## src/rtl/muldiv_sequencer.sv

```systemverilog
// muldiv_sequencer: control sequencer for 4-bit shift-add multiply and
// restoring divide. It drives the ALU op strobes and the ACC high/low
// shift/load selects one cycle at a time. The result is left in ACC high:low.
module muldiv_sequencer (
  input  logic       clk,
  input  logic       reset_n,
  input  logic       start,
  input  logic       mode,
  input  logic [3:0] breg_data,
  input  logic       alu_cout,
  input  logic       carry_flag,
  input  logic       acc_low_lsb,
  output logic       op_mul,
  output logic       op_div,
  output logic       alu_lsb,
  output logic       acc_in_select,
  output logic [1:0] acc_high_select,
  output logic [1:0] acc_low_select,
  output logic       fill_value,
  output logic       acc_high_clear,
  output logic       busy,
  output logic       done,
  output logic       div_by_zero
);

  typedef enum logic [2:0] {
    S_IDLE,
    S_CLEAR,
    S_MUL_ADD,
    S_MUL_SHIFT,
    S_DIV_SHIFT,
    S_DIV_SUB,
    S_DIV_FIX,
    S_DONE
  } state_t;

  localparam logic [1:0] SEL_HOLD  = 2'b00;
  localparam logic [1:0] SEL_SHR   = 2'b01;
  localparam logic [1:0] SEL_SHL   = 2'b10;
  localparam logic [1:0] SEL_LOAD  = 2'b11;

  state_t     r_state;
  state_t     w_next;
  logic       r_mode;
  logic [1:0] r_cnt;
  logic       r_qbit;
  logic       r_dbz;
  logic       w_dbz_req;

  // A divide request with a zero divisor is answered at once, without
  // touching the ACC.
  assign w_dbz_req = mode && (breg_data == 4'd0);

  // The op strobes depend on the state only. They are kept out of the Mealy
  // select logic because the ALU carry-out that feeds that logic depends on them.
  assign op_mul        = (r_state == S_MUL_ADD);
  assign op_div        = (r_state == S_DIV_SUB);
  assign busy          = (r_state != S_IDLE) && (r_state != S_DONE);
  assign done          = (r_state == S_DONE);
  assign div_by_zero   = r_dbz;
  assign acc_in_select = 1'b0;

  // State register plus iteration counter, quotient bit, latched mode and
  // divide-by-zero flag.
  always_ff @(posedge clk) begin
    if (!reset_n) begin
      r_state <= S_IDLE;
      r_mode  <= 1'b0;
      r_cnt   <= 2'd0;
      r_qbit  <= 1'b0;
      r_dbz   <= 1'b0;
    end else begin
      r_state <= w_next;
      case (r_state)
        S_IDLE: begin
          if (start) begin
            if (w_dbz_req) begin
              r_dbz <= 1'b1;
            end else begin
              r_mode <= mode;
              r_dbz  <= 1'b0;
              r_cnt  <= 2'd0;
              r_qbit <= 1'b0;
            end
          end
        end
        S_MUL_SHIFT: begin
          if (r_cnt != 2'd3) r_cnt <= r_cnt + 2'd1;
        end
        S_DIV_SUB: begin
          r_qbit <= alu_cout;
          if (r_cnt != 2'd3) r_cnt <= r_cnt + 2'd1;
        end
        default: ;
      endcase
    end
  end

  // Next-state and datapath controls. The selects in MUL_ADD and DIV_SUB
  // follow the current multiplier bit and ALU carry-out.
  always_comb begin
    w_next          = r_state;
    alu_lsb         = 1'b0;
    acc_high_select = SEL_HOLD;
    acc_low_select  = SEL_HOLD;
    fill_value      = 1'b0;
    acc_high_clear  = 1'b0;
    case (r_state)
      S_IDLE: begin
        if (start) w_next = w_dbz_req ? S_DONE : S_CLEAR;
      end
      S_CLEAR: begin
        acc_high_clear = 1'b1;
        w_next         = r_mode ? S_DIV_SHIFT : S_MUL_ADD;
      end
      S_MUL_ADD: begin
        alu_lsb         = acc_low_lsb;
        acc_high_select = acc_low_lsb ? SEL_LOAD : SEL_HOLD;
        w_next          = S_MUL_SHIFT;
      end
      S_MUL_SHIFT: begin
        acc_high_select = SEL_SHR;
        acc_low_select  = SEL_SHR;
        fill_value      = carry_flag;
        w_next          = (r_cnt == 2'd3) ? S_DONE : S_MUL_ADD;
      end
      S_DIV_SHIFT: begin
        acc_high_select = SEL_SHL;
        acc_low_select  = SEL_SHL;
        fill_value      = r_qbit;
        w_next          = S_DIV_SUB;
      end
      S_DIV_SUB: begin
        // Without a borrow the difference is kept. Otherwise ACC high simply
        // holds, which restores the partial remainder.
        acc_high_select = alu_cout ? SEL_LOAD : SEL_HOLD;
        w_next          = (r_cnt == 2'd3) ? S_DIV_FIX : S_DIV_SHIFT;
      end
      S_DIV_FIX: begin
        // The last quotient bit still has to be shifted into ACC low.
        acc_low_select = SEL_SHL;
        fill_value     = r_qbit;
        w_next         = S_DONE;
      end
      S_DONE: begin
        w_next = S_IDLE;
      end
      default: w_next = S_IDLE;
    endcase
  end

endmodule

```

## config.mk

```make
export PLATFORM = sky130hd
export DESIGN_NAME = muldiv_sequencer
export DESIGN_NICKNAME = d
export VERILOG_FILES = /design/src/rtl/muldiv_sequencer.sv
export SDC_FILE = /design/constraint.sdc
export NUM_CORES = 1
export LEC_CHECK = 0
export ABC_AREA = 1
export CAP_MARGIN = 10
export CORE_AREA = 2 2 39 41
export CTS_CLUSTER_DIAMETER = 50
export CTS_CLUSTER_SIZE = 14
export DETAILED_ROUTE_END_ITERATION = 12
export DIE_AREA = 0 0 41 43
export MAX_ROUTING_LAYER = met4
export PLACE_DENSITY = 0.79
export REMOVE_ABC_BUFFERS = 1
export SETUP_SLACK_MARGIN = 0.3
export SLEW_MARGIN = 20
export SYNTH_ARGS = -nofsm -noshare
export SYNTH_HDL_FRONTEND = slang
export SYNTH_SLANG_ARGS = --single-unit
```

## constraint.sdc

```tcl
create_clock -name clk -period 3.8 [get_ports clk]
set_clock_uncertainty 0.15 [all_clocks]
set_input_delay 0.76 -clock clk [delete_from_list [all_inputs] [get_ports clk]]
set_output_delay 0.76 -clock clk [all_outputs]
set_load 0.02 [all_outputs]
```

**Yosys cells after proc, flatten, opt, wreduce, memory -nomap -nowiden**

Cells that the tools add are included.

- Word-level logic and storage cells: 54
- Register bits after elaboration: 8
- Bits of input ports: 11
- Output and inout bits: 13

- Bitwise gates (word level): 1
- Reduce and logical (&&, ||, !) cells: 13
- Equal/unequal tests: 13
- $add $sub $neg: 1
- Mux-type cells: 21

Operators with widths:

| operator | number |
|---|---|
| $pmux W3 S8 | 1 |
| $eq A3 B3 Y1 const B | 4 |
| $mux W2 | 6 |
| $mux W3 | 4 |
| $pmux W2 S2 | 2 |
| $pmux W2 S4 | 1 |
| $eq A3 B2 Y1 const B | 2 |
| $ne A2 B2 Y1 const B | 3 |
| $reduce_and A3 Y1 | 2 |
| $mux W1 | 5 |
| $logic_not A4 Y1 | 1 |
| $pmux W1 S2 | 2 |
| $reduce_and A4 Y1 | 1 |
| $reduce_bool A2 Y1 | 2 |
| $reduce_or A2 Y1 | 2 |
| $eq A3 B1 Y1 const B | 1 |
| $logic_not A3 Y1 | 1 |
| $ne A3 B3 Y1 const B | 1 |
| $reduce_bool A3 Y1 | 1 |
| $add A2 B1 Y2 const B | 1 |
| $eq A2 B2 Y1 const B | 1 |
| $logic_and A1 B1 Y1 | 2 |
| $ne A2 B1 Y1 const B | 1 |
| $reduce_and A2 Y1 | 1 |
| $not A1 Y1 | 1 |

**Logic depth before layout (Yosys ltp)**

- Word-level depth: 5
- Gate-level depth with buffers: 9
- Depth with buffers taken out: 8

**Least setup slack after synthesis**

Ideal clock, no wire load.

- Kind: register -> output
- Start point: register r_state[0]
- End point: output acc_high_select[1]
- Buffers on the path: 1
- Cell stages (with the launch flop): 6
- Data required time: 2.890 ns
- Arrival time: 1.623 ns
- Path slack: 1.267 ns
- Cells stage by stage: dfxtp_1 -> buf_6 -> nor3_1 -> and2_1 -> a21oi_1 -> o21ai_0

- Word-level cells in the longest chain between the ends: 2
- Elaborated cells between the ends (all ways): 5
- Those cells by class: 4 x eq/ne; 1 x mux

Ends and longest elaborated chain:

| element | RTL line | RTL |
|---|---|---|
| from (decl) | 42 | `state_t r_state;` |
| from (signal assigned) | 73 | `r_state <= w_next;` |
| $eq A3 B2 Y1 | n/a |  |
| net op_mul | 13 | `output logic op_mul,` |
| $pmux W2 S4 | 108 | `case (r_state)` |
| to (decl) | 17 | `output logic [1:0] acc_high_select,` |

The timed path passes the listed nets, and every way through them passes these cells.

**Final worst setup path**

- Start point: input acc_low_lsb
- End point: output acc_high_select[1]

- Word-level cells in the longest chain between the ends: 2

Ends and longest elaborated chain:

| element | RTL line | RTL |
|---|---|---|
| from (decl) | 12 | `input logic acc_low_lsb,` |
| $mux W2 | 118 | `acc_high_select = acc_low_lsb ? SEL_LOAD : SEL_HOLD;` |
| $pmux W2 S4 | 108 |  |

No other way between the ends.

==> flow_metrics.env <==
export IMPL_p_total_w=0.000257
export IMPL_die_w_um=41
export IMPL_start_util=0.368
export IMPL_ys_warn_count=0
export IMPL_critPathMaxFanout=2
export IMPL_yosys_register_bits=8
export IMPL_stdcell_area_sq_um=753
export IMPL_cts_sinks=8
export IMPL_routed_wl_um=1260
export IMPL_synth_top_area_frac=0.314
export IMPL_postCtsSetupRepairBufs=0
export IMPL_status="finished, final reports clean"
export IMPL_hold_depth=2
export IMPL_fill_cells=144
export IMPL_ioPinCount=24
export IMPL_place_congestion=0.793
export IMPL_cp_common_cell="clkdlybuf4s50_1"
export IMPL_path_class="input pin to output port"
export IMPL_reg2reg_slack_ps=2360
export IMPL_fin_crit_ps=3030
export IMPL_htree_levels=1
export IMPL_finalSetupViolations=0
export IMPL_finalHoldViolCount=0
export IMPL_worstPathRequired_ps=2890
export IMPL_ys_seq_area_frac=0.314
export IMPL_clk_pin_slew_ps=60
export IMPL_clockBufferDepth=2
export IMPL_synth_cells=82
export IMPL_fin_crit_sh=0.798
export IMPL_crit_family="buffers and inverters"
export IMPL_antenna_found_initial=0
export IMPL_clockRootBuffer="clkbuf_4"
export IMPL_grt_max_degree=10
export IMPL_max_stage_delay_ps=550
export IMPL_reg2reg_depth=7
export IMPL_power_leakage_nw=0.351
export IMPL_reg2reg_to="r_cnt[1]"
export IMPL_start_kind="input pin"
export IMPL_grtUsageTotal=0.175
export IMPL_whs_endpoint="div_by_zero"
export IMPL_diodes=0
export IMPL_fmax_ghz=0.330
export IMPL_clk_latency_ps=250
export IMPL_cts_hold_buf=0
export IMPL_crit_path_cell_trace="clkdlybuf4s50_1 -> and2_1 -> a21oi_1 -> o21ai_0 -> clkdlybuf4s50_1"
export IMPL_drc=0
export IMPL_core_region_area_sq_um=1380
export IMPL_end_kind="output port"
export IMPL_rows=14
export IMPL_avgSynthCellArea_sq_um=6.21
export IMPL_powerDensity_nw_per_um2=341
export IMPL_dpl_cell_area_sq_um=731
export IMPL_max_cap_viol_count=0
export IMPL_grt_pass1_vias=519
export IMPL_hp_class="register to register"
export IMPL_grt_overflow_total=0
export IMPL_drive_gt1_frac=0.0571
export IMPL_finalNetCount=119
export IMPL_place_hpwl_um=1100
export IMPL_vdd_drop_max_uv=156
export IMPL_portBuffers=22
export IMPL_drv_slew=0
export IMPL_r2r_start="r_state[0]"
export IMPL_ys_types=21
export IMPL_tns_ps=0
export IMPL_area_growth_pct=47.9
export IMPL_tritoncts="yes"
export IMPL_cts_resized=0
export IMPL_ant_nets=0
export IMPL_worstHoldStart="div_by_zero"
export IMPL_die_area_sq_um=1760
export IMPL_synth_area_top_cells="dfxtp_1 (31%), nand2_1 (14%), nor2_1 (9.6%)"
export IMPL_worst_path_buf_inv=2
export IMPL_cts_buffers=3
export IMPL_grt_pass1_wl_um=2050
export IMPL_drtIter0Drc=12
export IMPL_yosysTopAreaCell="dfxtp_1"
export IMPL_rsz0062_at_grt="false"
export IMPL_syn_cell_area_sq_um=509
export IMPL_fp_dieH_um=43
export IMPL_drt_pass1_iter_count=4
export IMPL_num_vias=593
export IMPL_wl_per_cell_um=10.4
export IMPL_viasPerCell=4.90
export IMPL_cp_arrival_ps=2120
export IMPL_slowest_stage="clkdlybuf4s50_1"
-- final cells by class --
| cell class | instances | area, sq um | share of cell area |
|---|---|---|---|
| multi-input combinational | 61 | 289 | 0.384 |
| timing repair buffer | 22 | 220 | 0.292 |
| sequential | 8 | 160 | 0.213 |
| inverter | 11 | 41.3 | 0.0548 |
| clock buffer | 3 | 22.5 | 0.0299 |
| tap | 16 | 20.0 | 0.0266 |
-- sequential cells by signal (all words and copies together) (netlist names) --
register	count
r_cnt	2
r_qbit	1
r_state	3
div_by_zero	1
r_mode	1
-- synthesized netlist by cell type --
cell,instances
nand3_1,9
buf_6,1
buf_4,1
nand3b_1,1
nand4_1,1
nor2_1,13
inv_2,2
nor3_1,2
a21oi_1,4
o21ai_0,4
a31oi_1,1
conb_1,1
nand2_1,19
ha_1,1
dfxtp_1,8
a41oi_1,1
and2_1,1
nor2_2,1
a21boi_0,1
a22o_1,1
inv_1,9
-- layout by cell type (no fill, tap or decap) --
master / synthesis / routed
ha_1: 1 / 1
nor3_1: 2 / 2
o21ai_0: 4 / 4
a22o_1: 1 / 1
conb_1: 1 / 1
nand4_1: 1 / 1
nor2_1: 13 / 13
dfxtp_1: 8 / 8
a31oi_1: 1 / 1
inv_1: 9 / 9
a21oi_1: 4 / 4
nor2_2: 1 / 1
nand2_1: 19 / 19
and2_1: 1 / 1
a21boi_0: 1 / 1
inv_2: 2 / 2
clkdlybuf4s50_1: 0 / 22
clkbuf_4: 0 / 3
nand3b_1: 1 / 1
a41oi_1: 1 / 1
nand3_1: 9 / 9
-- tightest hold or removal path: stages (launching register included) --
cell,delay [ps]
dfxtp_1,310
inv_1,50
a21oi_1,50
-- metrics by stage --
| step | hold WS (ps) | std cells | util | setup WS (ps) |
|---|---|---|---|---|
| final | 296 | 121 | 0.544 | 766 |
| after global routing | 332 | 121 | 0.544 | 707 |
| after CTS | 297 | 121 | 0.544 | 758 |
| after detailed placement | 289 | 118 | 0.528 | 764 |
| after global placement | 283 | 118 | 0.528 | 810 |
| after floorplan | 294 | 80 | - | 1280 |
-- worst max path at each step --
stage	start	endpoint	depth (start not counted)
floorplan	r_state[1]	acc_high_select[1]	5
global placement	acc_low_lsb	acc_high_select[1]	5
detailed placement	acc_low_lsb	acc_high_select[1]	5
CTS	acc_low_lsb	acc_high_select[1]	5
global route	acc_low_lsb	acc_high_select[1]	5
finish	acc_low_lsb	acc_high_select[1]	5
-- logic make-up (layout without fill, tap and decap cells) --
kind of cell	Yosys count	count (layout)	synth area share
simple gates	47	47	0.396
buf+inv	13	36	0.118
compound gates	12	12	0.140
flops	8	8	0.314
fa+ha+maj	1	1	0.0246
other cells	1	1	0.00736
-- layer usage --
metal	vias to the layer above	wire (um)	track usage
met3	2	70	0.0314
met1	256	537	0.188
met5	-	0	-
met2	21	637	0.284
met4	0	12	0.100
li1	314	-	-
-- power breakdown --
| part | leakage (nW) | switching (W) | internal (W) |
|---|---|---|---|
| Combinational | 0.271 | 0.0000499 | 0.0000417 |
| Clock | 0.0138 | 0.0000278 | 0.0000361 |
| Sequential | 0.0657 | 0.00000853 | 0.0000930 |
Note: power is estimated with default switching activity, not from simulation.
